`config.mk`:
```
export PLATFORM = sky130hd
export DESIGN_NAME = mux_rr_arbiter
export DESIGN_NICKNAME = d
export VERILOG_FILES = /design/src/rtl/mux_rr_arbiter.sv
export SDC_FILE = /design/constraint.sdc
export NUM_CORES = 1
export LEC_CHECK = 0
export BUFFER_PORTS_ARGS = -buffer_cell sky130_fd_sc_hd__buf_2
export CORE_UTILIZATION = 25
export CTS_CLUSTER_SIZE = 16
export DETAILED_ROUTE_END_ITERATION = 8
export PLACE_DENSITY = 0.52
export SLEW_MARGIN = 5
export SYNTH_ARGS = -nofsm -noshare
export SYNTH_HDL_FRONTEND = slang
export SYNTH_SLANG_ARGS = --single-unit
```
`constraint.sdc`:
```
create_clock -name clk -period 3.6 [get_ports clk]
set_input_delay 0.36 -clock clk [delete_from_list [all_inputs] [get_ports clk]]
set_output_delay 0.36 -clock clk [all_outputs]
set_load 0.02 [all_outputs]
```
`src/rtl/mux_rr_arbiter.sv`:
```
// Round-robin arbiter for a 4-lane mux. It grants one lane at a time, forwards that
// lane's data with a valid/ready handshake, and caps each grant at MAX_HOLD beats.
module mux_rr_arbiter #(
  parameter int DW       = 1,
  parameter int MAX_HOLD = 4
) (
  input  logic            clk,
  input  logic            rst_n,
  input  logic [3:0]      req,
  input  logic [4*DW-1:0] din,
  input  logic            out_ready,
  output logic [1:0]      sel,
  output logic [3:0]      grant,
  output logic            out_valid,
  output logic [DW-1:0]   out_data
);

  typedef enum logic {IDLE, GRANT} state_t;

  state_t     state_q, state_d;
  logic [1:0] sel_q, sel_d;
  logic [1:0] ptr_q, ptr_d;
  logic [3:0] cnt_q, cnt_d;

  logic [1:0] pick;
  logic       found;
  logic [1:0] idx;
  logic       xfer;
  logic       last_beat;

  // Scan the lanes starting at ptr; the first requesting lane wins.
  always_comb begin
    pick  = ptr_q;
    found = 1'b0;
    idx   = ptr_q;
    for (int i = 0; i < 4; i++) begin
      idx = ptr_q + 2'(i);
      if (!found && req[idx]) begin
        pick  = idx;
        found = 1'b1;
      end
    end
  end

  always_comb begin
    grant     = 4'b0000;
    out_valid = 1'b0;
    out_data  = '0;
    if (state_q == GRANT) begin
      grant     = 4'b0001 << sel_q;
      out_valid = req[sel_q];
      out_data  = din[sel_q*DW +: DW];
    end
  end

  assign sel       = sel_q;
  assign xfer      = out_valid & out_ready;
  assign last_beat = (cnt_q == 4'(MAX_HOLD - 1));

  always_comb begin
    state_d = state_q;
    sel_d   = sel_q;
    ptr_d   = ptr_q;
    cnt_d   = cnt_q;
    case (state_q)
      IDLE: begin
        if (found) begin
          sel_d   = pick;
          cnt_d   = 4'd0;
          state_d = GRANT;
        end
      end
      GRANT: begin
        // A dropped request or the final allowed beat hands priority to the next lane.
        if (!req[sel_q] || (xfer && last_beat)) begin
          ptr_d   = sel_q + 2'd1;
          cnt_d   = 4'd0;
          state_d = IDLE;
        end else if (xfer) begin
          cnt_d = cnt_q + 4'd1;
        end
      end
      default: state_d = IDLE;
    endcase
  end

  always_ff @(posedge clk) begin
    if (!rst_n) begin
      state_q <= IDLE;
      sel_q   <= 2'd0;
      ptr_q   <= 2'd0;
      cnt_q   <= 4'd0;
    end else begin
      state_q <= state_d;
      sel_q   <= sel_d;
      ptr_q   <= ptr_d;
      cnt_q   <= cnt_d;
    end
  end

endmodule
```
======== Word-level counts from Yosys, hierarchy flattened ========
Cells that the tools add are included.
storage, ports and cells
  bits in registers ....................... 9
  input port bits ......................... 11
  output and inout port bits .............. 8
cells by class
  $add $sub $neg .......................... 5
  $lt $le $gt $ge ......................... 5
  equal/unequal tests ..................... 3
  shift-type cells ........................ 2
  mux-type cells .......................... 27
  bitwise operators ....................... 2
  reductions and logical operators ........ 12
operator list
  kind                 count
  $mux 4               4
  $lt 2x3->1 const B   5
  $mux 1               13
  $bmux 1 s2           5
  $pmux 4 s2           1
  $mux 2               3
  $reduce_and 2->1     3
  $add 2x1->2 const B  2
  $add 2x2->2 const B  2
  $add 4x1->4 const B  1
  $eq 4x2->1 const B   1
  $logic_and 1x1->1    4
  $logic_not 1->1      4
  $shiftx 4x3->1       1
  $shl 1x2->4 const A  1
  $ne 3x1->1 const B   1
  $ne 2x2->1 const B   1
  $pmux 1 s2           1
  $and 1x1->1          1
  $logic_or 1x1->1     1
  $not 1->1            1

======== Depth between registers and ports, before layout ========
Gate-level depths: netlist of run 1.
  depth after elaboration ................. 14
  gate-level depth with buffers ........... 5

======== Worst setup path after synthesis of run 1 ========
No wires, ideal clock.
  path type ............................... reg-to-reg
  start ................................... reg sel_q[0] (netlist: sel[0])
  end ..................................... reg cnt_q[3]
  library setup time ...................... 0.071 ns
  arrival time ............................ 1.790 ns
  required time ........................... 3.529 ns
  path slack .............................. 1.739 ns
  cell stages (with the launch flop) ...... 5
  path buffers ............................ 0
  path through ............................ dfxtp_1 -> mux4_2 -> a22o_1 -> or3_1 -> a21oi_1
on the way
  word-level cells in the longest chain between the ends .. 8
RTL lines
  what                                            line    source
  start, declared                                 21      logic [1:0] sel_q, sel_d;
  start signal, assigned                          95      sel_q <= sel_d;
  $bmux 1 s2 *                                    51, 75
  $mux 1 (not written as such) *                  51, 75
  $mux 1                                          49      if (state_q == GRANT) begin
  $and 1x1->1                                     57      assign xfer = out_valid & out_ready;
  $logic_and 1x1->1                               75      if (!req[sel_q] || (xfer && last_beat)) begin
  $logic_or 1x1->1                                75
  $mux 4 or $ne 3x1->1 (tied branches)            n/a
  $pmux 4 s2 or $reduce_and 2->1 (tied branches)  n/a
  end signal, assigned                            97      cnt_q <= cnt_d;
  end, declared                                   23      logic [3:0] cnt_q, cnt_d;
Mark *: on every way between the ends. The rest lies on a longest branch, timed or not. The select of a mux whose other input is x is not followed.
A chain may end at the register's enable or synchronous reset.

======== Worst setup path in the final report of run 1 ========
  start ................................... reg sel_q[0] (netlist: sel[0])
  end ..................................... out out_valid
on the way
  word-level cells in the longest chain between the ends .. 3
RTL lines
  what                          line  source
  $bmux 1 s2                    51    out_valid = req[sel_q];
  $mux 1 (not written as such)  51
  $mux 1                        49
  end, declared                 14    output logic out_valid,
Every way passes these cells. The select of a mux whose other input is x is not followed.

==> results of run 1 <==
[worst max-delay path by stage]
stage,startpoint,endpoint,slack (ns),cells after the start
after global placement,sel[0],cnt_q[3],1.71,4
after floorplan,sel[0],cnt_q[3],1.74,4
after detailed placement,sel[0],cnt_q[0],1.71,4
final,sel[0],out_valid,1.50,3
after CTS,sel[0],out_valid,1.47,3
after global routing,sel[0],out_valid,1.42,3
[area by class of cell]
cell class / count / share of cell area, %
Tap cell: 28 / 4.64
Inverter: 6 / 2.98
Sequential cell: 9 / 23.8
Multi-Input combinational cell: 56 / 53.1
Timing Repair Buffer: 18 / 11.9
Clock buffer: 4 / 3.48
[through the flow]
step	cell area (µm²)	worst slack (ns)
2_1_floorplan	604	1.74
3_3_place_gp	729	1.71
3_5_place_dp	729	1.71
4_1_cts	756	1.47
5_1_grt	756	1.42
6_report	756	1.50
[cell usage after synthesis, drive strengths merged]
library cell | n | area (µm²)
a211oi | 1 | 7.51
a21boi | 1 | 7.51
a21oi | 6 | 30.0
a22o | 1 | 8.76
a22oi | 1 | 7.51
a31oi | 2 | 12.5
and2 | 7 | 45.1
dfxtp | 9 | 180
ha | 5 | 62.6
inv | 6 | 22.5
mux4 | 2 | 48.8
nand2 | 2 | 7.51
nand3 | 2 | 10.0
nor2 | 5 | 18.8
nor2b | 3 | 18.8
nor3 | 3 | 15.0
nor4 | 1 | 6.26
o2111ai | 1 | 8.76
o21ai | 6 | 30.0
o21bai | 1 | 7.51
o221ai | 1 | 8.76
o31ai | 1 | 7.51
or3 | 2 | 12.5
or4bb | 1 | 11.3
xnor2 | 1 | 8.76
[state kept, by name, summed over array words and instances, names as in the netlist]
signal	cells
ptr_q	2
cnt_q	4
state_q	1
sel	2
[power by group through the flow]
stage               sequential, mW  clock (mW)  combinational (mW)
floorplan                    0.119           0              0.0430
global placement             0.119           0              0.0661
detailed placement           0.120           0              0.0671
CTS                          0.118      0.0812              0.0672
global route                 0.119      0.0879              0.0764
finish                       0.117      0.0785              0.0665
[worst max-delay path, delay by kind of cell (launching register included)]
| kind | cells | cell delay (ns) |
|---|---|---|
| muxes | 1 | 0.60 |
| DFF | 1 | 0.50 |
| and+or+nand+nor | 1 | 0.23 |
| buffers and inverters | 1 | 0.15 |
[logic make-up (layout without fill, tap and decap cells)]
family | Yosys count | count (layout)
adder cells (fa/ha/maj) | 5 | 5
AND/OR/NAND/NOR | 26 | 26
multiplexers | 2 | 2
XOR/XNOR | 1 | 1
buffers and inverters | 6 | 28
flip-flops | 9 | 9
AO/OA/AOI/OAI | 22 | 22
[routing by layer]
layer / wire, µm / track usage (%) / vias up / part of all wire, %
li1: - / - / 307 / -
met3: 66 / 2.98 / 0 / 5.1
met1: 623 / 14.5 / 262 / 48
met2: 595 / 20.6 / 17 / 46
met4: 0 / 5.56 / 0 / 0
met5: 0 / 0 / - / 0
==> flow_summary.yaml, run 1 <==
run_status:
  status: "complete, no violations"
floorplanning:
  ios: 19
  start_util_pct: 26.8
  die_h_um: 51.2
  die_area_um2: 2620
  rows: 17
  core_region_area_um2: 2250
  die_x_um: 51.2
critical_path:
  critPathKind: "reg2out"
  r2r-start: "sel[0]"
  required_ns: 3.24
  crit_path_start_kind: "flip-flop"
  crit_path_top_delay_cell: "mux4_2"
  worst-r2r-setup-slack_ns: 1.71
  crit_fanout: 8
  crit_path_max_incr_delay_ns: 0.60
  end_kind: "output port"
  cp.arrival_ns: 1.74
  rr_worst_depth: 4
  reg2reg_to: "cnt_q[2]"
  path_cells: "mux4_2, and2_2, buf_2"
timing:
  fin_hold_ws_ns: 0.378
  finalHoldViolCount: 0
  rsz0062_at_grt: "false"
  tightest_slew_ns: 0.640
  fmax_ghz: 0.475
  final.setup.tns_ns: 0
  slew_violations: 0
  slew_headroom_pct: 56.9
  setup_viol: 0
  finalCriticalPeriod_ns: 2.10
  period_share_pct: 58.4
  fin_skew_ns: 0.00292
drt:
  dr.pass1.iters: 4
  vias: 586
  vias_per_cell: 4.84
  antenna_left: 0
  drt_iter0_markers: 16
  wl_per_cell_um: 10.6
  postRouteWirelength_um: 1290
  drc: 0
clocking:
  hold_buffers: 0
  clkSlewWorstSetupHoldPaths_ns: 0.06
  clock-root-buffer: "clkbuf_4"
  post_cts_buffers: 0
  cts_buffers: 3
  tritoncts: "built"
  clk_path_buf_depth: 2
  h-tree-depth: 1
  clock_latency_ns: 0.26
  post_cts_resized: 0
  clock-sinks: 9
layout:
  layout.cells.non_filler: 121
  diodes: 0
  regArea_um2: 180
  area_growth_pct: 25.1
  multiInputGateArea_um2: 402
  final_cell_mix: "18 x buf_2, 9 x dfxtp_1"
  drive_above_1_share_pct: 24.7
  final_common_cell: "buf_2"
  fin_util_pct: 33.5
  n_fill_cell: 248
  nets: 110
logic_synthesis:
  synthAdderAreaFrac_pct: 10.4
  synth_cells: 71
  synth_compound_area_share_pct: 22.6
  netlist_area_um2: 604
  yosysWarnings: 0
  synthXorXnorAreaFrac_pct: 1.45
  synth_simple_gate_area_share_pct: 24.0
  muxShareOfSynthArea_pct: 8.07
  synth.yosys.seq_area_share_pct: 29.8
  synth_cell_type_count: 27
  synth_fp_nets: 87
  ys_ff_latch: 9
  synth_area_per_cell_um2: 8.51
  synth_top_family_by_area: "simple AND/OR/NAND/NOR gates"
placed_design:
  dpl.hpwl_um: 1040
  numPlacedInstances: 117
  io_buffers: 18
  finalWeightedCongestion: 0.715
pwr:
  powerDensity_nw_per_um2: 347
  p_comb_share_pct: 25.3
  swShare_pct: 32.0
  p_sw_uw: 83.9
  irDropWorstVdd_uv: 120
  p_total_uw: 262
  p_clk_share_pct: 29.9
  power_frac_seq_pct: 44.7
  power.leakage_nw: 0.316
  internal_power_uw: 178
hold_path:
  hold_path_depth: 3
  hold_class: "in2reg"
  hold_end: "sel[1]"
  holdCritStartpoint: "rst_n"
grt:
  grt_pass1_vias: 571
  gr-total-overflow: 0
  grt_use_total_pct: 12.2
  grt_pass1_wl_um: 2420
  grt_antenna_before_repair: 0
  grt_max_degree: 11
job:
  maxCapViolCount: 0
Note: power is estimated with default switching activity, not from simulation.
==> inputs of run 2 (changes only) <==
ABC_AREA = 1   (was not set)
PLACE_DENSITY = 0.5   (was 0.52)
clock period = 2.05 ns   (was 3.6 ns; I/O delays follow)
==> run 2 against run 1 <==
Final cell count rose by 67%; clock power rose by 80%; via count rose by 55%; sequential power rose to 2.6 times the previous value; power rose to 5.0 times the previous value; combinational power rose to 13 times the previous value; synthesized cell count rose by 90%; worst hold slack got worse by 0.16 ns; design area rose by 36%.
==> flow_summary.yaml, run 2 <==
clocking:
  clk_path_buf_depth: 2
  clock_latency_ns: 0.26
  post_cts_buffers: 0
  clock-root-buffer: "clkbuf_4"
  cts_buffers: 3
  h-tree-depth: 1
  clock-sinks: 9
  post_cts_resized: 0
  tritoncts: "built"
  clkSlewWorstSetupHoldPaths_ns: 0.06
  hold_buffers: 0
drt:
  antenna_left: 0
  drc: 0
  dr.pass1.iters: 4
  postRouteWirelength_um: 1970
  drt_iter0_markers: 34
  vias: 909
  wl_per_cell_um: 9.73
  vias_per_cell: 4.50
critical_path:
  path_cells: "inv_1, nand2_1, nand3_1, nand2_1, nor2_1, buf_2"
  crit_path_max_incr_delay_ns: 0.40
  required_ns: 1.85
  critPathKind: "reg2out"
  worst-path-buf-inv: 2
  path_common_cell: "nand2_1"
  cp.arrival_ns: 1.53
  crit_path_start_kind: "flip-flop"
  end_kind: "output port"
  crit_path_top_delay_cell: "dfxtp_1"
  path_delay_family: "simple AND/OR/NAND/NOR gates"
  crit_fanout: 9
logic_synthesis:
  synth_cells: 135
  synth_top_area_share_pct: 20.7
  synth_area_per_cell_um2: 6.43
  synthArstFlopShare_pct: 0
  ys_top_cells_by_count: "40 x nand2_1, 18 x nand3_1, 15 x inv_1"
  synthTopCellsByArea: "dfxtp_1 21%, nand2_1 17%, nand3_1 10%, nand2_4 7.8%, ha_1 7.2%"
  synth.yosys.seq_area_share_pct: 20.7
  yosysWarnings: 0
  yosysMostFrequentCell: "nand2_1"
  synth_fp_nets: 151
  ys.flop_type: "dfxtp_1"
  synth_top_cell_by_area: "dfxtp_1"
  synth_edf_count: 0
  netlist_area_um2: 868
  ys_ff_latch: 9
  synth_cell_type_count: 22
timing:
  final.setup.tns_ns: 0
  fin_skew_ns: 0.00255
  finalCriticalPeriod_ns: 1.73
  rsz0062_at_grt: "false"
  slew_violations: 0
  fmax_ghz: 0.576
  finalHoldViolCount: 0
  tightest_slew_ns: 0.360
  period_share_pct: 84.6
  setup_viol: 0
  slew_headroom_pct: 76.0
layout:
  regArea_um2: 180
  fin_util_pct: 30.9
  multiInputGateArea_um2: 604
  top_register: "cnt_q"
  area_growth_pct: 18.7
  drive_above_1_share_pct: 25.0
  largest_register_ffs: 4
  final_common_cell: "nand2_1"
  final_cell_mix: "40 x nand2_1, 18 x nand3_1, 18 x buf_2"
  n_fill_cell: 393
  nets: 173
  diodes: 0
floorplanning:
  die_area_um2: 3710
  die_x_um: 60.9
  start_util_pct: 26.0
  core_region_area_um2: 3340
  ios: 19
  rows: 21
  die_h_um: 60.9
grt:
  gr-total-overflow: 0
  grt_use_total_pct: 11.3
  grt_pass1_wl_um: 3150
  grt_antenna_before_repair: 0
  grt_max_degree: 10
  grt_pass1_vias: 778
pwr:
  power.leakage_nw: 0.544
  powerDensity_nw_per_um2: 1280
  irDropWorstVdd_uv: 314
hold_path:
  hold_class: "in2reg"
job:
  maxCapViolCount: 0
run_status:
  status: "complete, no violations"
placed_design:
  io_buffers: 18
  dpl.hpwl_um: 1640
  finalWeightedCongestion: 0.772
## run 2: cell types whose count changed after synthesis, moves of 3 or more
| cell | change |
|---|---|
| and2_1 | -6 |
| nor2b_1 | -3 |
| inv_1 | +9 |
| nand2_4 | +6 |
| nor2_1 | +4 |
| nand3_1 | +16 |
| nand2_2 | +4 |
| nand2_1 | +38 |
## run 2: final cells by class
| class | count | share of cell area [%] |
|---|---|---|
| Inverter | 18 | 7.04 |
| Tap cell | 46 | 5.58 |
| Multi-Input combinational cell | 107 | 58.6 |
| Timing Repair Buffer | 18 | 8.74 |
| Sequential cell | 9 | 17.5 |
| Clock buffer | 4 | 2.55 |
## run 2: worst paths after layout
path         depth (start not counted)  slack [ns]   endpoint     start
max                                  6        0.32  out_valid    sel[0]
min                                  3        0.22    state_q     rst_n
max reg2reg                         13        0.36   cnt_q[1]  ptr_q[0]
min reg2reg                          2        0.49   cnt_q[3]  cnt_q[3]
## run 2: power by group
part	switching (mW)	internal (mW)	leakage [nW]
logic	0.580	0.296	0.455
registers	0.0848	0.222	0.0739
clock network	0.0656	0.0751	0.0150
total	0.731	0.593	0.544
## run 2: cells by family after synthesis
family | Yosys count | synth area share (%)
flops | 9 | 20.7
fa+ha+maj | 5 | 7.20
simple gates | 84 | 49.0
compound gates | 16 | 11.4
buf+inv | 19 | 9.65
xor+xnor | 2 | 2.02
## run 2: routing by layer
layer / vias to the layer above / track usage, % / routed length [µm] / part of all wire [%]
li1: 479 / - / - / -
met1: 416 / 13.9 / 971 / 49
met2: 14 / 19.3 / 942 / 48
met3: 0 / 1.92 / 52 / 2.6
met4: 0 / 4.87 / 0 / 0
met5: - / 0 / 0 / 0
## run 2: through the flow
| stage | instances | power [mW] | area (µm²) | worst slack [ns] | hold WS (ns) |
|---|---|---|---|---|---|
| after detailed placement | 198 | 1.20 | 1000 | 0.355 | 0.487 |
| after global placement | 198 | 1.19 | 1000 | 0.383 | 0.480 |
| after CTS | 202 | 1.34 | 1030 | 0.342 | 0.221 |
| after global routing | 202 | 1.46 | 1030 | 0.123 | 0.231 |
| after floorplan | 135 | 1.03 | 868 | 0.304 | 0.331 |
| final | 202 | 1.32 | 1030 | 0.315 | 0.217 |
## run 2: worst min-delay path, stage by stage
cell	delay, ns
buf_2	0.12
nand3_1	0.08
inv_1	0.05
==> inputs of run 3 (changes only) <==
clock period = 1.7 ns   (was 2.05 ns; I/O delays follow)
==> run 3 against run 2 <==
Non-clock buffer count up 5; power up 28%; core utilization up 1.3 points; global-route usage up 1.1 points; final cell count up 2.5%; sequential share of layout area down 0.50 points; clock skew down 0.0021 ns; clock power up 24%; flip-flop and latch count unchanged; design area up 4.4%.
==> flow_summary.yaml, run 3 (same netlist as run 2, synthesis figures left out) <==
run_status:
  status: "complete, no violations"
timing:
  final.setup.tns_ns: 0
  slew_headroom_pct: 81.0
  tightest_slew_ns: 0.285
  finalHoldViolCount: 0
  fmax_ghz: 0.643
  period_share_pct: 91.4
  setup_viol: 0
  fin_hold_ws_ns: 0.182
  fin_skew_ns: 0.000479
  finalCriticalPeriod_ns: 1.55
  rsz0062_at_grt: "false"
  slew_violations: 0
  fin_ws_ns: 0.146
pwr:
  p_total_mw: 1.69
  powerDensity_nw_per_um2: 1570
  irDropWorstVdd_uv: 322
  power.leakage_nw: 0.569
critical_path:
  cp.arrival_ns: 1.71
  critPathKind: "reg2reg"
  required_ns: 1.85
  rr_worst_depth: 14
  crit_fanout: 7
  path_cells: "buf_4, inv_6, nand2_1, nand2_1, nand2_2, nand2_4, nor2_8, nand2_4, nor2_4, nand2_4, nand2_4, nand2_1, nand2_1, nor2_1"
  reg2reg_to: "cnt_q[1]"
  crit_path_top_delay_cell: "dfxtp_1"
  end_kind: "flip-flop"
  crit_path_start_kind: "flip-flop"
  crit_path_max_incr_delay_ns: 0.34
  worst-r2r-setup-slack_ns: 0.15
  r2r-start: "ptr_q[0]"
placed_design:
  io_buffers: 18
  dpl_worst_slack_ns: 0.151
  numPlacedInstances: 203
  dpl.hpwl_um: 1760
  finalWeightedCongestion: 0.808
  placed_area_um2: 1040
layout:
  final_cell_mix: "39 x nand2_1, 18 x nand3_1, 18 x buf_2"
  final_area_um2: 1080
  nets: 178
  area_growth_pct: 23.9
  drive_above_1_share_pct: 29.8
  fin_util_pct: 32.2
  final_common_cell: "nand2_1"
  top_register: "cnt_q"
  diodes: 0
  largest_register_ffs: 4
  layout.cells.non_filler: 207
grt:
  grt-busiest-layer: "met2"
  grt_pass1_wl_um: 3380
  grt_use_met1_pct: 15.0
  grt_use_total_pct: 12.4
  grt_max_degree: 8
  grt_antenna_before_repair: 0
  grt_pass1_vias: 840
  grt_use_met2_pct: 22.3
  grt_use_met3_pct: 1.28
  gr-total-overflow: 0
clocking:
  clock-root-buffer: "clkbuf_4"
  clock_latency_ns: 0.26
  clock-sinks: 9
  clk_path_buf_depth: 2
  hold_buffers: 0
  post_cts_buffers: 0
  h-tree-depth: 1
  cts_buffers: 3
  post_cts_resized: 0
  clkSlewWorstSetupHoldPaths_ns: 0.07
  tritoncts: "built"
drt:
  vias: 936
  dr.pass1.iters: 4
  postRouteWirelength_um: 2120
  vias_per_cell: 4.52
  drc: 0
  drt_iter0_markers: 33
  antenna_left: 0
  wl_per_cell_um: 10.3
hold_path:
  hold_class: "in2reg"
  hold_path_depth: 3
  holdCritStartpoint: "rst_n"
  hold_end: "state_q"
floorplanning:
  die_area_um2: 3710
  die_h_um: 60.9
  core_region_area_um2: 3340
  start_util_pct: 26.0
  die_x_um: 60.9
  rows: 21
  ios: 19
job:
  maxCapViolCount: 0
run 3: worst max-delay path: cells and delay by family (launching register included):
family        cells  cell delay (ns)
flops             1             0.34
buf+inv           2             0.18
simple gates     12             0.92
run 3: power breakdown:
| group | total, mW | switching (mW) | leakage (nW) | internal [mW] |
|---|---|---|---|---|
| Clock | 0.175 | 0.0843 | 0.0150 | 0.0905 |
| Combinational | 1.17 | 0.761 | 0.480 | 0.412 |
| Sequential | 0.345 | 0.0730 | 0.0746 | 0.272 |
| Total | 1.69 | 0.918 | 0.569 | 0.774 |
run 3: metal layers:
metal | up-vias | routed length [µm]
li1 | 487 | -
met1 | 419 | 980
met2 | 28 | 1050
met3 | 2 | 80
met4 | 0 | 9
met5 | - | 0
run 3: layout make-up:
| class | instances | area [µm²] |
|---|---|---|
| fillers | 375 | 2260 |
| multi-input cells | 107 | 609 |
| flip-flops and latches | 9 | 183 |
| repair buffers | 23 | 128 |
| inverters | 18 | 72.6 |
| well taps | 46 | 57.6 |
| clock buffers | 4 | 26.3 |
run 3: worst max path at each step:
stage / start / to / slack, ns
after floorplan: sel[1] / cnt_q[1] / 0.10
after global placement: ptr_q[0] / cnt_q[1] / 0.17
after detailed placement: ptr_q[0] / cnt_q[1] / 0.15
after CTS: sel[1] / out_data / 0.06
after global routing: ptr_q[0] / cnt_q[1] / 0.02
final: ptr_q[0] / cnt_q[1] / 0.15
